$ cat config.mk
export PLATFORM = sky130hd
export DESIGN_NAME = repeated_add_mult
export DESIGN_NICKNAME = d
export VERILOG_FILES = /design/src/rtl/mul_pkg.sv /design/src/rtl/adder.sv /design/src/rtl/repeated_add_mult.sv
export SDC_FILE = /design/constraint.sdc
export NUM_CORES = 1
export LEC_CHECK = 0
export CAP_MARGIN = 20
export CORE_MARGIN = 2
export CORE_UTILIZATION = 29
export CTS_CLUSTER_DIAMETER = 50
export DETAILED_ROUTE_END_ITERATION = 8
export PLACE_DENSITY = 0.58
export RECOVER_POWER = 25
export SLEW_MARGIN = 30
export SYNTH_ARGS = -nofsm -noshare
export SYNTH_HDL_FRONTEND = slang
export SYNTH_SLANG_ARGS = --single-unit
$ cat constraint.sdc
create_clock -name clk -period 3.7 [get_ports clk]
set_input_delay 0.925 -clock clk [delete_from_list [all_inputs] [get_ports clk]]
set_output_delay 0.925 -clock clk [all_outputs]
set_load 0.05 [all_outputs]
$ cat src/rtl/mul_pkg.sv
// Shared definitions for the repeated-addition multiplier.
//   state_t : controller states (IDLE, ADD, DONE)
//   MUL_W   : datapath width, fixed to match the adder
package mul_pkg;

   localparam int MUL_W = 16;

   typedef enum logic [1:0] {
      IDLE = 2'd0,
      ADD  = 2'd1,
      DONE = 2'd2
   } state_t;

endpackage

$ cat src/rtl/adder.sv
// Combinational 16-bit unsigned adder; the carry out is dropped, so the sum
// wraps modulo 2^16.
//   in1, in2 : addends
//   out      : (in1 + in2) mod 2^16
module adder
   import mul_pkg::*;
(
   input  logic [MUL_W-1:0] in1,
   input  logic [MUL_W-1:0] in2,
   output logic [MUL_W-1:0] out
);

   assign out = in1 + in2;

endmodule

$ cat src/rtl/repeated_add_mult.sv
// Sequential unsigned multiplier built from repeated addition around a
// single adder. The larger operand is added once per cycle, the smaller one
// sets the number of additions.
//   clk, rst_n    : clock, asynchronous active-low reset
//   start         : request, accepted only while ready
//   a_in, b_in    : unsigned operands, sampled with an accepted start
//   ready         : controller idle
//   busy          : additions in progress
//   done          : one-cycle pulse, product valid
//   product       : accumulator ((a*b) mod 2^16 once done)
//   overflow      : sticky, some addition wrapped past 2^16
module repeated_add_mult
   import mul_pkg::*;
(
   input  logic             clk,
   input  logic             rst_n,
   input  logic             start,
   input  logic [MUL_W-1:0] a_in,
   input  logic [MUL_W-1:0] b_in,
   output logic             ready,
   output logic             busy,
   output logic             done,
   output logic [MUL_W-1:0] product,
   output logic             overflow
);

   state_t           state, state_nxt;
   logic [MUL_W-1:0] acc;
   logic [MUL_W-1:0] count;
   logic [MUL_W-1:0] addend;
   logic             ovf;
   logic [MUL_W-1:0] sum;
   logic [MUL_W-1:0] op_max, op_min;
   logic             accept;

   // An unsigned add wrapped exactly when the result is below an input.
   function automatic logic wrapped(input logic [MUL_W-1:0] s,
                                    input logic [MUL_W-1:0] x);
      return (s < x);
   endfunction

   adder u_adder (
      .in1 (acc),
      .in2 (addend),
      .out (sum)
   );

   // Iterating over the smaller operand keeps the run as short as possible.
   assign op_max = (a_in >= b_in) ? a_in : b_in;
   assign op_min = (a_in >= b_in) ? b_in : a_in;
   assign accept = (state == IDLE) && start;

   always_ff @(posedge clk or negedge rst_n) begin
      if (!rst_n) begin
         state <= IDLE;
      end else begin
         state <= state_nxt;
      end
   end

   always_comb begin
      state_nxt = state;
      unique case (state)
         IDLE: begin
            if (start) begin
               state_nxt = (op_min == '0) ? DONE : ADD;
            end
         end
         ADD: begin
            if (count == MUL_W'(1)) begin
               state_nxt = DONE;
            end
         end
         DONE: begin
            state_nxt = IDLE;
         end
         default: begin
            state_nxt = IDLE;
         end
      endcase
   end

   always_ff @(posedge clk or negedge rst_n) begin
      if (!rst_n) begin
         acc    <= '0;
         count  <= '0;
         addend <= '0;
         ovf    <= 1'b0;
      end else if (accept) begin
         acc    <= '0;
         count  <= op_min;
         addend <= op_max;
         ovf    <= 1'b0;
      end else if (state == ADD) begin
         acc    <= sum;
         count  <= count - MUL_W'(1);
         ovf    <= ovf | wrapped(sum, acc);
      end
   end

   assign ready    = (state == IDLE);
   assign busy     = (state == ADD);
   assign done     = (state == DONE);
   assign product  = acc;
   assign overflow = ovf;

endmodule

# Yosys cells after proc, flatten, opt, wreduce, memory -nomap -nowiden
# Cells that the tools add are included.
[totals]
inputBits = 35
n_memories = 0
word_cells = 32
mem_bits_rw = 0
ff_bits = 51
output_inout_bits = 20
mem_bits_ro = 0
latch_bits = 0
[op_classes]
n_bitwise = 1
n_addsub = 2
n_eq_ne = 5
mux = 12
n_lt_le_gt_ge = 2
div_mod_pow = 0
shifts = 0
n_reduce_logical = 5
mul = 0
[op_table]
columns = ["operator", "count"]
rows = [
  ["$mux W16", 6],
  ["$add A16 B16 Y16", 1],
  ["$eq A16 B1 Y1 const B", 1],
  ["$ge A16 B16 Y1", 1],
  ["$logic_not A16 Y1", 1],
  ["$lt A16 B16 Y1", 1],
  ["$sub A16 B1 Y16 const B", 1],
  ["$mux W2", 3],
  ["$pmux W2 S2", 1],
  ["$eq A2 B1 Y1 const B", 1],
  ["$eq A2 B2 Y1 const B", 1],
  ["$logic_not A2 Y1", 1],
  ["$mux W1", 2],
  ["$ne A2 B1 Y1 const B", 1],
  ["$ne A2 B2 Y1 const B", 1],
  ["$reduce_and A2 Y1", 1],
  ["$reduce_bool A2 Y1", 1],
  ["$logic_and A1 B1 Y1", 1],
  ["$or A1 B1 Y1", 1],
]

# Depth between registers and ports, before layout
# Gate-level depths: netlist (run 1).
[logic_depth]
depth_word = 6
ltp_mapped = 17
mapped_depth_nobuf = 17

# By module
# Synthesis (run 1) repeated with hierarchy kept, for this count alone.
[hier_totals]
hier_cells = 464
hier_area_um2 = 4169.0
[by_module_without_submodules]
columns = ["module", "seq_area_each_um2", "n_inst", "cells_each", "area_each_um2"]
rows = [
  ["repeated_add_mult", 1276.2, 1, 357, 3315.7],
  ["adder", 0.0, 1, 107, 853.3],
]

# Worst setup path after synthesis (run 1)
# OpenSTA, ideal clock, no wires.
[synth_path]
kind = "register -> register"
from = "reg acc[0] (netlist: product[0])"
to = "reg ovf (netlist: overflow)"
synth_period_minus_slack_ps = 3474
arrival_time_ps = 3407
t_required_ps = 3633
path_buffers = 0
path_stages_with_launch = 17
path_slack_ps = 226
setup_time_ps = 67
path_cell_list = "dfrtp_1 -> ha_1 -> inv_1 -> fa_1 -> nor2b_1 -> o21ai_1 -> a21boi_1 -> o22a_1 -> a221o_1 -> xor2_1 -> ha_1 -> a21oi_1 -> nor2b_1 -> o21ai_0 -> a21oi_1 -> a2111oi_0 -> a22o_1"
[synth_between]
elab_chain_len = 5
[synth_rtl]
columns = ["item", "line_no", "text"]
rows = [
  ["start, declared", "repeated_add_mult.sv:28", "logic [MUL_W-1:0] acc;"],
  ["start signal, assigned", "repeated_add_mult.sv:95", "acc <= sum;"],
  ["$add A16 B16 Y16", "adder.sv:13", "assign out = in1 + in2;"],
  ["$lt A16 B16 Y1 *", "repeated_add_mult.sv:39", "return (s < x);"],
  ["$or A1 B1 Y1 *", "repeated_add_mult.sv:97", "ovf <= ovf | wrapped(sum, acc);"],
  ["$mux W1 *", "repeated_add_mult.sv:94", "end else if (state == ADD) begin"],
  ["$mux W1 *", "repeated_add_mult.sv:89", "end else if (accept) begin"],
  ["end signal, assigned", "repeated_add_mult.sv:97", ""],
  ["end, declared", "repeated_add_mult.sv:31", "logic ovf;"],
]
# Every way passes the cells marked *; elsewhere a longest branch is shown, timed or not. The select of a mux whose other input is x is not followed.
# A chain may end at the register's enable or synchronous reset.

# Worst setup path in the final report (run 1)
[layout_path]
from = "reg acc[1] (netlist: product[1])"
to = "reg ovf (netlist: overflow)"
# The elaborated chain is that of the path after synthesis.

==> impl_metrics.toml, run 1 <==
[critical_path]
path_max_fanout = 4
cpMaxStageDelayCell = "dfrtp_1"
cp.arrival_ns = 3.47
worstPathRequired_ns = 3.88
max_stage_delay_ns = 0.42
crit_path_end_kind = "flip-flop"
cp_cell_sequence = "ha_1 -> a211oi_1 -> o211ai_1 -> a21oi_2 -> buf_4 -> o21a_1 -> mux2i_1 -> nor3_1 -> xnor2_1 -> ha_1 -> nand4_1 -> nor3_1 -> o31ai_1 -> a22o_1"
cp-start-kind = "flip-flop"
crit_type = "reg -> reg"

[drt]
vias = 3487
wirelength_um = 10300
drt_iter0_drc = 218
ant_nets = 0
dr.pass1.iters = 4
drc_errors = 0
wl_per_cell_um = 15.0
viasPerCell = 5.06

[pwr]
p_sw_uw = 2050
power_frac_clock = 0.118
seq_power_share = 0.234
p_per_area_mw_per_mm2 = 880
power_uw = 4410
ir_drop_v = 0.000272
pwr-share-comb = 0.649
swShare = 0.465
p_leak_uw = 0.00224
cellInternalPower_uw = 2360

[layout]
layout-drive-gt1-share = 0.0550
diodes = 0
fin_nets = 592
nFillCells = 1461
syn_to_final_growth_pct = 23.2

[logic_synthesis]
syn_inst = 458
synth_ff_type = "dfrtp_1"
synth-seq-cells = 51
synth_warnings = 0
synth_cell_types = 55
synthesis.area_mm2 = 0.00407
avgSynthCellArea_um2 = 8.88
ys_seq_area_frac = 0.314
synth_edf_count = 0
async_flop_share = 1.00
syn_nets = 541

[outcome]
status = "finished with violations"
violations = "max-capacitance violations, max-slew violations"

[global_route]
antenna_found_initial = 0
grt_pass1_vias = 3477
grt_pass1_wl_um = 17400
grt_max_degree = 61
grt_overflow = 0
grtUsageTotal = 0.146

[sta]
rsz0062_at_grt = "false"
period_needed_ns = 3.29
skew_ns = 0.00433
finalHoldViolCount = 0
slew-limit-headroom = -0.448
fin_hold_ws_ns = 0.489
post-route-period-util = 0.890
finalSetupTns_ns = 0
max_freq_ghz = 0.304
tightest_slew_ns = 2.17
slew_viol_final = 40
setup_slack_ns = 0.406
setup_viol = 0

[die]
initial_utilization = 0.295
die_x_um = 122
core_mm2 = 0.0138
rows = 43
boundaryPins = 55
die_h_um = 122
dieArea_mm2 = 0.0150

[placed_design]
dp_slack_ns = 0.262
dp_hpwl_um = 8170
io_buffers = 54
gp_congestion = 0.886

[clocking]
cts.clk_slew.worst_paths_ns = 0.07
postCtsHoldBufs = 0
insertion_delay_ns = 0.29
cts_made_buffers = 5
clockBufferDepth = 2
cts_max_level = 2
cts_tree = "yes"
cts_sinks = 51
ctsRootBufferMaster = "clkbuf_16"

[run]
cap_viol_max_count = 1

[min_path]
worstHoldPathType = "reg -> reg"
-- state kept, by name, indices dropped and copies added, names as in the netlist --
register and count:
overflow 1, count 16, product 16, state 2, addend 16
-- cell usage after synthesis (13+ instances only) --
master   count  share of area
nor2_1      25          0.023
nor3_1      22          0.027
nand2_1     36          0.033
a21oi_1     17          0.021
mux2i_1     28          0.069
inv_1       38          0.035
ha_1        47           0.14
o21ai_0     32          0.039
a21o_1      13          0.024
dfrtp_1     51           0.31
-- metrics by stage --
step	std cells	instance area [µm²]	utilization
global placement	680	4820	0.350
detailed placement	680	4820	0.350
floorplan	458	4070	-
finish	689	5010	0.364
CTS	687	4980	0.362
global route	689	5010	0.364
-- logic make-up after synthesis --
kind of cell / after synthesis / share of synthesized area
compound gates: 113 / 0.184
flops: 51 / 0.314
mux: 30 / 0.0745
simple gates: 138 / 0.178
buf+inv: 57 / 0.0548
xor+xnor: 21 / 0.0452
fa+ha+maj: 48 / 0.150
-- worst paths after layout --
kind | start | end | slack, ns | depth (start not counted)
hold reg to reg | addend[6] | addend[6] | 0.49 | 2
setup reg to reg | product[1] | overflow | 0.41 | 14
max in group asynchronous | rst_n | addend[14] | 1.19 | 1
setup / recovery | product[1] | overflow | 0.41 | 14
min in group asynchronous | rst_n | product[3] | 1.27 | 1
hold / removal | addend[6] | addend[6] | 0.49 | 2
-- layout by cell type (no fill, tap or decap), types with 3 or more instances in the layout --
master / n
a21o_1: 13
a21oi_1: 17
a311oi_1: 7
buf_4: 7
clkbuf_16: 5
clkdlybuf4s50_1: 52
dfrtp_1: 51
ha_1: 47
inv_1: 38
mux2i_1: 28
nand2_1: 36
nand2b_1: 3
nand3_1: 12
nand4_1: 6
nor2_1: 25
nor2b_1: 6
nor3_1: 22
nor3b_1: 3
nor4_1: 10
o211ai_1: 7
o21a_1: 7
o21ai_0: 32
o31ai_1: 7
or3_1: 3
xnor2_1: 12
xor2_1: 9
-- what timing repair did --
action	in CTS	in global routing
buffers inserted	0	2
resized for setup	0	4
endpoints found under the setup margin	0	1
-- per-layer routing --
layer  part of all wire  wire [µm]  vias to the layer above  track usage
li1                   -          -                     1773            -
met1               0.49       5040                     1614        0.204
met2               0.46       4760                       91        0.242
met3              0.041        421                        9       0.0158
met4              0.011        116                        0       0.0352
met5                  0          0                        -            0
-- worst max-delay path, delay by kind of cell (launching register included) --
family	cells	cell delay, ns
xor gates and xnor gates	1	0.14
DFF	1	0.42
adders and majority gates	2	0.67
and+or+nand+nor	3	0.39
buffers and inverters	1	0.15
AOI/OAI and AO/OA	6	1.17
muxes	1	0.24
-- layout make-up --
cell class                      instances  area (µm²)  share of cell area
Timing Repair Buffer                   62         617               0.123
Multi-Input combinational cell        350        2580               0.516
Clock inverter                          2        37.5             0.00749
Sequential cell                        51        1280               0.255
Tap cell                              180         225              0.0449
Inverter                               39         146              0.0292
Clock buffer                            5         125              0.0250
-- power by group through the flow --
stage	clock network, µW	logic (µW)	registers, µW
2_1_floorplan	0	1790	1300
3_3_place_gp	0	2720	1030
3_5_place_dp	0	2780	1040
4_1_cts	534	2800	1030
5_1_grt	552	3190	1070
6_report	520	2860	1030
Note: power is estimated with default switching activity, not from simulation.
==> inputs of run 2 (changes only) <==
DONT_BUFFER_PORTS = 1   (was default)
PLACE_DENSITY = 0.53   (was 0.58)
==> run 2 against run 1 <==
Die area is the same. The run now ends clean. Critical path type unchanged. Wire length barely moved. Core utilization fell by 3.4 points. First-iteration DRC count is 27% lower. Critical endpoint unchanged. Maximum frequency shrank 3.6%. Sequential power is essentially flat.
==> impl_metrics.toml, run 2 (synthesized netlist as in run 1, its figures left out) <==
[pwr]
power_uw = 4200
p_leak_uw = 0.00209
ir_drop_v = 0.000252
p_per_area_mw_per_mm2 = 924

[global_route]
antenna_found_initial = 0
grtUsageTotal = 0.142
grt_pass1_wl_um = 16700
grt_overflow = 0
grt_max_degree = 52
grt_pass1_vias = 3324

[sta]
setup_viol = 0
finalSetupTns_ns = 0
post-route-period-util = 0.923
tightest_slew_ns = 0.969
rsz0062_at_grt = "false"
setup_slack_ns = 0.285
period_needed_ns = 3.42
slew-limit-headroom = 0.353
finalHoldViolCount = 0
slew_viol_final = 0
max_freq_ghz = 0.293
skew_ns = 0.00808

[critical_path]
cp-start-kind = "flip-flop"
cpMaxStageDelayCell = "dfrtp_1"
crit-reg2reg-launch = "product[0]"
crit_path_end_kind = "flip-flop"
path_max_fanout = 4
setup.worst_path.start = "product[0]"
r2r_slack_ns = 0.28
max_stage_delay_ns = 0.38
crit_type = "reg -> reg"
worstPathRequired_ns = 3.93
cp_cell_sequence = "ha_1 -> inv_1 -> fa_1 -> nor2b_1 -> o21ai_1 -> a21boi_2 -> o22a_1 -> a221o_1 -> xor2_1 -> ha_1 -> a21oi_1 -> nor2b_1 -> o21ai_0 -> a21oi_1 -> a2111oi_0 -> a22o_1"
rr_worst_depth = 16
cp.arrival_ns = 3.65
rr_endpoint = "overflow"

[die]
die_x_um = 122
initial_utilization = 0.295
boundaryPins = 55
die_h_um = 122
core_mm2 = 0.0138
rows = 43
dieArea_mm2 = 0.0150

[placed_design]
place_inst = 642
dpl-instance-area_mm2 = 0.00440
dp_slack_ns = 0.303
gp_congestion = 0.824
io_buffers = 0
dp_hpwl_um = 8070

[clocking]
clockBufferDepth = 2
cts_setup_buffers = 0
ctsRootBufferMaster = "clkbuf_16"
ctsResizeCount = 0
cts_made_buffers = 5
cts_tree = "yes"
insertion_delay_ns = 0.29
cts.clk_slew.worst_paths_ns = 0.07
cts_sinks = 51
cts_max_level = 2
postCtsHoldBufs = 0

[drt]
drt_iter0_drc = 159
viasPerCell = 5.13
wirelength_um = 10300
wl_per_cell_um = 15.9
drc_errors = 0
ant_nets = 0
dr.pass1.iters = 4
vias = 3332

[layout]
most-common-layout-cells = "51 x dfrtp_1, 47 x ha_1, 38 x inv_1"
fin_area_mm2 = 0.00454
syn_to_final_growth_pct = 11.8
diodes = 0
fin_cells = 650
layout-drive-gt1-share = 0.0851
fin_nets = 552
final_common_cell = "dfrtp_1"
nFillCells = 1458

[min_path]
worstHoldPathType = "in -> async"

[outcome]
status = "completed"

[run]
cap_viol_max_count = 0
## run 2: cell count changes in the layout (fill, tap and decap cells not counted), sizes merged
cell           change
clkdlybuf4s50     -52
inv                +1
buf               +13
bufinv             -1
## run 2: area by class of cell
type,count,area (µm²),area share
inverters,39,146,0.0322
clock buffers,6,129,0.0284
repair buffers,22,178,0.0391
clock inverters,2,16.3,0.00358
multi-input cells,350,2570,0.566
flip-flops and latches,51,1280,0.281
well taps,180,225,0.0496
## run 2: critical path: cells and delay by family (launching register included)
family                   cells  cell delay (ns)
AO/OA/AOI/OAI                9             1.82
adder cells (fa/ha/maj)      3             0.75
buffers and inverters        1             0.08
AND/OR/NAND/NOR              2             0.12
flip-flops                   1             0.38
XOR/XNOR                     1             0.22
## run 2: layer usage
| layer | vias to the layer above | part of all wire | GRT usage |
|---|---|---|---|
| met3 | 6 | 0.052 | 0.0274 |
| met4 | 0 | 0.0093 | 0.0345 |
| met2 | 76 | 0.44 | 0.223 |
| met5 | - | 0 | 0 |
| met1 | 1570 | 0.50 | 0.201 |
| li1 | 1680 | - | - |
## run 2: worst max-delay path by stage
stage,to,cells after the start
2_1_floorplan,overflow,16
5_1_grt,overflow,16
6_report,overflow,16
3_5_place_dp,overflow,16
4_1_cts,overflow,16
3_3_place_gp,overflow,16
## run 2: where the power goes
group	total, µW	switching [µW]	internal [µW]
clock	472	218	254
combinational	2700	1570	1130
sequential	1030	226	800
total	4200	2020	2180
## run 2: through the flow
| stage | hold WS (ns) | util |
|---|---|---|
| floorplan | 0.454 | - |
| CTS | 0.315 | 0.330 |
| finish | 0.323 | 0.330 |
| global placement | 0.471 | 0.319 |
| global route | 0.304 | 0.330 |
| detailed placement | 0.480 | 0.319 |
==> inputs of run 3 (changes only) <==
PLACE_DENSITY = default   (was 0.53)
==> run 3 against run 2 <==
Final cell count stayed put. Core utilization barely moved. Sequential power about the same. Critical path depth is 1 lower. Hold slack got worse by 0.0031 ns. Clock power is essentially flat. Setup slack better by 0.040 ns. Global-route usage grew 0.55 points. Combinational power is essentially flat. Critical path type unchanged. Largest cell class unchanged. Highest routed layer unchanged.
==> impl_metrics.toml, run 3 (synthesized netlist as in run 1, its figures left out) <==
[critical_path]
r2r_slack_ns = 0.32
path_max_fanout = 4
crit_type = "reg -> reg"
cp_cell_sequence = "ha_1 -> a211oi_2 -> o211ai_1 -> a21oi_2 -> nor2_1 -> nor3_1 -> a311oi_2 -> ha_1 -> a21o_1 -> a21oi_1 -> nor2b_1 -> o21ai_0 -> a21oi_1 -> a2111oi_1 -> a22o_1"
cp-start-kind = "flip-flop"
worstPathRequired_ns = 3.93
cp.arrival_ns = 3.61
critPathCapture = "overflow"
crit_path_end_kind = "flip-flop"
crit-reg2reg-launch = "product[1]"
rr_worst_depth = 15
rr_endpoint = "overflow"
setup.worst_path.start = "product[1]"
max_stage_delay_ns = 0.42
cpMaxStageDelayCell = "dfrtp_1"

[drt]
ant_nets = 0
drt_iter0_drc = 251
top_layer_used = "met4"
dr.pass1.iters = 4
vias = 3429
drc_errors = 0
wl_per_cell_um = 16.1
wl_met3_um = 618
viasPerCell = 5.28
wirelength_um = 10500
met2_length_um = 4540
wl_met1_um = 5210

[die]
initial_utilization = 0.295
die_h_um = 122
core_mm2 = 0.0138
rows = 43
boundaryPins = 55
die_x_um = 122
dieArea_mm2 = 0.0150

[layout]
final_common_cell = "dfrtp_1"
fin_cells = 650
syn_to_final_growth_pct = 11.9
fin_nets = 552
layout-drive-gt1-share = 0.0894
diodes = 0
most-common-layout-cells = "51 x dfrtp_1, 47 x ha_1, 38 x inv_1"
final_core_util = 0.330

[min_path]
worstHoldPathType = "in -> async"

[clocking]
cts_made_buffers = 5
cts_tree = "yes"
cts_max_level = 2
ctsRootBufferMaster = "clkbuf_16"
insertion_delay_ns = 0.29
cts.clk_slew.worst_paths_ns = 0.07
cts_setup_buffers = 0
cts_sinks = 51
clockBufferDepth = 2

[sta]
rsz0062_at_grt = "false"
max_freq_ghz = 0.296
fin_hold_ws_ns = 0.320
finalSetupTns_ns = 0
setup_viol = 0
skew_ns = 0.00473
finalHoldViolCount = 0
post-route-period-util = 0.912
tightest_slew_ns = 0.975
slew_viol_final = 0
setup_slack_ns = 0.325
period_needed_ns = 3.38
slew-limit-headroom = 0.349

[placed_design]
gp_congestion = 0.852
dp_slack_ns = 0.322
io_buffers = 0
place_inst = 642
dp_hpwl_um = 8060

[run]
cap_viol_max_count = 0

[global_route]
grt_max_degree = 61
grt_pass1_vias = 3463
grtUsageTotal = 0.148
antenna_found_initial = 0
grt_overflow = 0
grt_pass1_wl_um = 17400

[pwr]
ir_drop_v = 0.000288
p_per_area_mw_per_mm2 = 932
p_leak_uw = 0.00210

[outcome]
status = "completed"
-- run 3: area by class of cell --
type	instances	area, µm²
Clock buffer	6	129
Clock inverter	2	17.5
Fill cell	1458	9220
Inverter	39	146
Multi-Input combinational cell	350	2590
Sequential cell	51	1280
Tap cell	180	225
Timing Repair Buffer	22	165
-- run 3: what timing repair did --
action	CTS	global route
endpoints found under the hold margin	0	0
hold buffers	0	0
setup endpoints to repair	0	1
resized for setup	0	4
-- run 3: critical path: cells and delay by family (launching register included) --
family,cells,cell delay (ns)
adders and majority gates,2,0.67
and+or+nand+nor,3,0.33
AOI/OAI and AO/OA,10,1.90
DFF,1,0.42
-- run 3: how the worst min path moves through the flow --
stage | end | slack, ns | cells after the start
finish | product[2] | 0.32 | 0
global route | product[2] | 0.30 | 0
CTS | product[10] | 0.31 | 0
detailed placement | addend[12] | 0.48 | 2
global placement | addend[3] | 0.47 | 2
floorplan | addend[0] | 0.45 | 2
-- run 3: through the flow --
step	power, µW	cell area (µm²)
6_report	4240	4550
5_1_grt	4670	4550
4_1_cts	4220	4530
3_5_place_dp	3720	4380
3_3_place_gp	3650	4380
2_1_floorplan	3090	4070
-- run 3: report_power, final --
part	switching (µW)	internal [µW]	total (µW)
sequential	235	800	1030
combinational	1590	1140	2730
clock	221	254	475
total	2050	2200	4240
-- run 3: layer usage --
metal  vias to the layer above  global-route usage
met5                         -                   0
met4                         0              0.0330
met3                         8              0.0367
met2                       101               0.230
met1                      1629               0.206
li1                       1691                   -
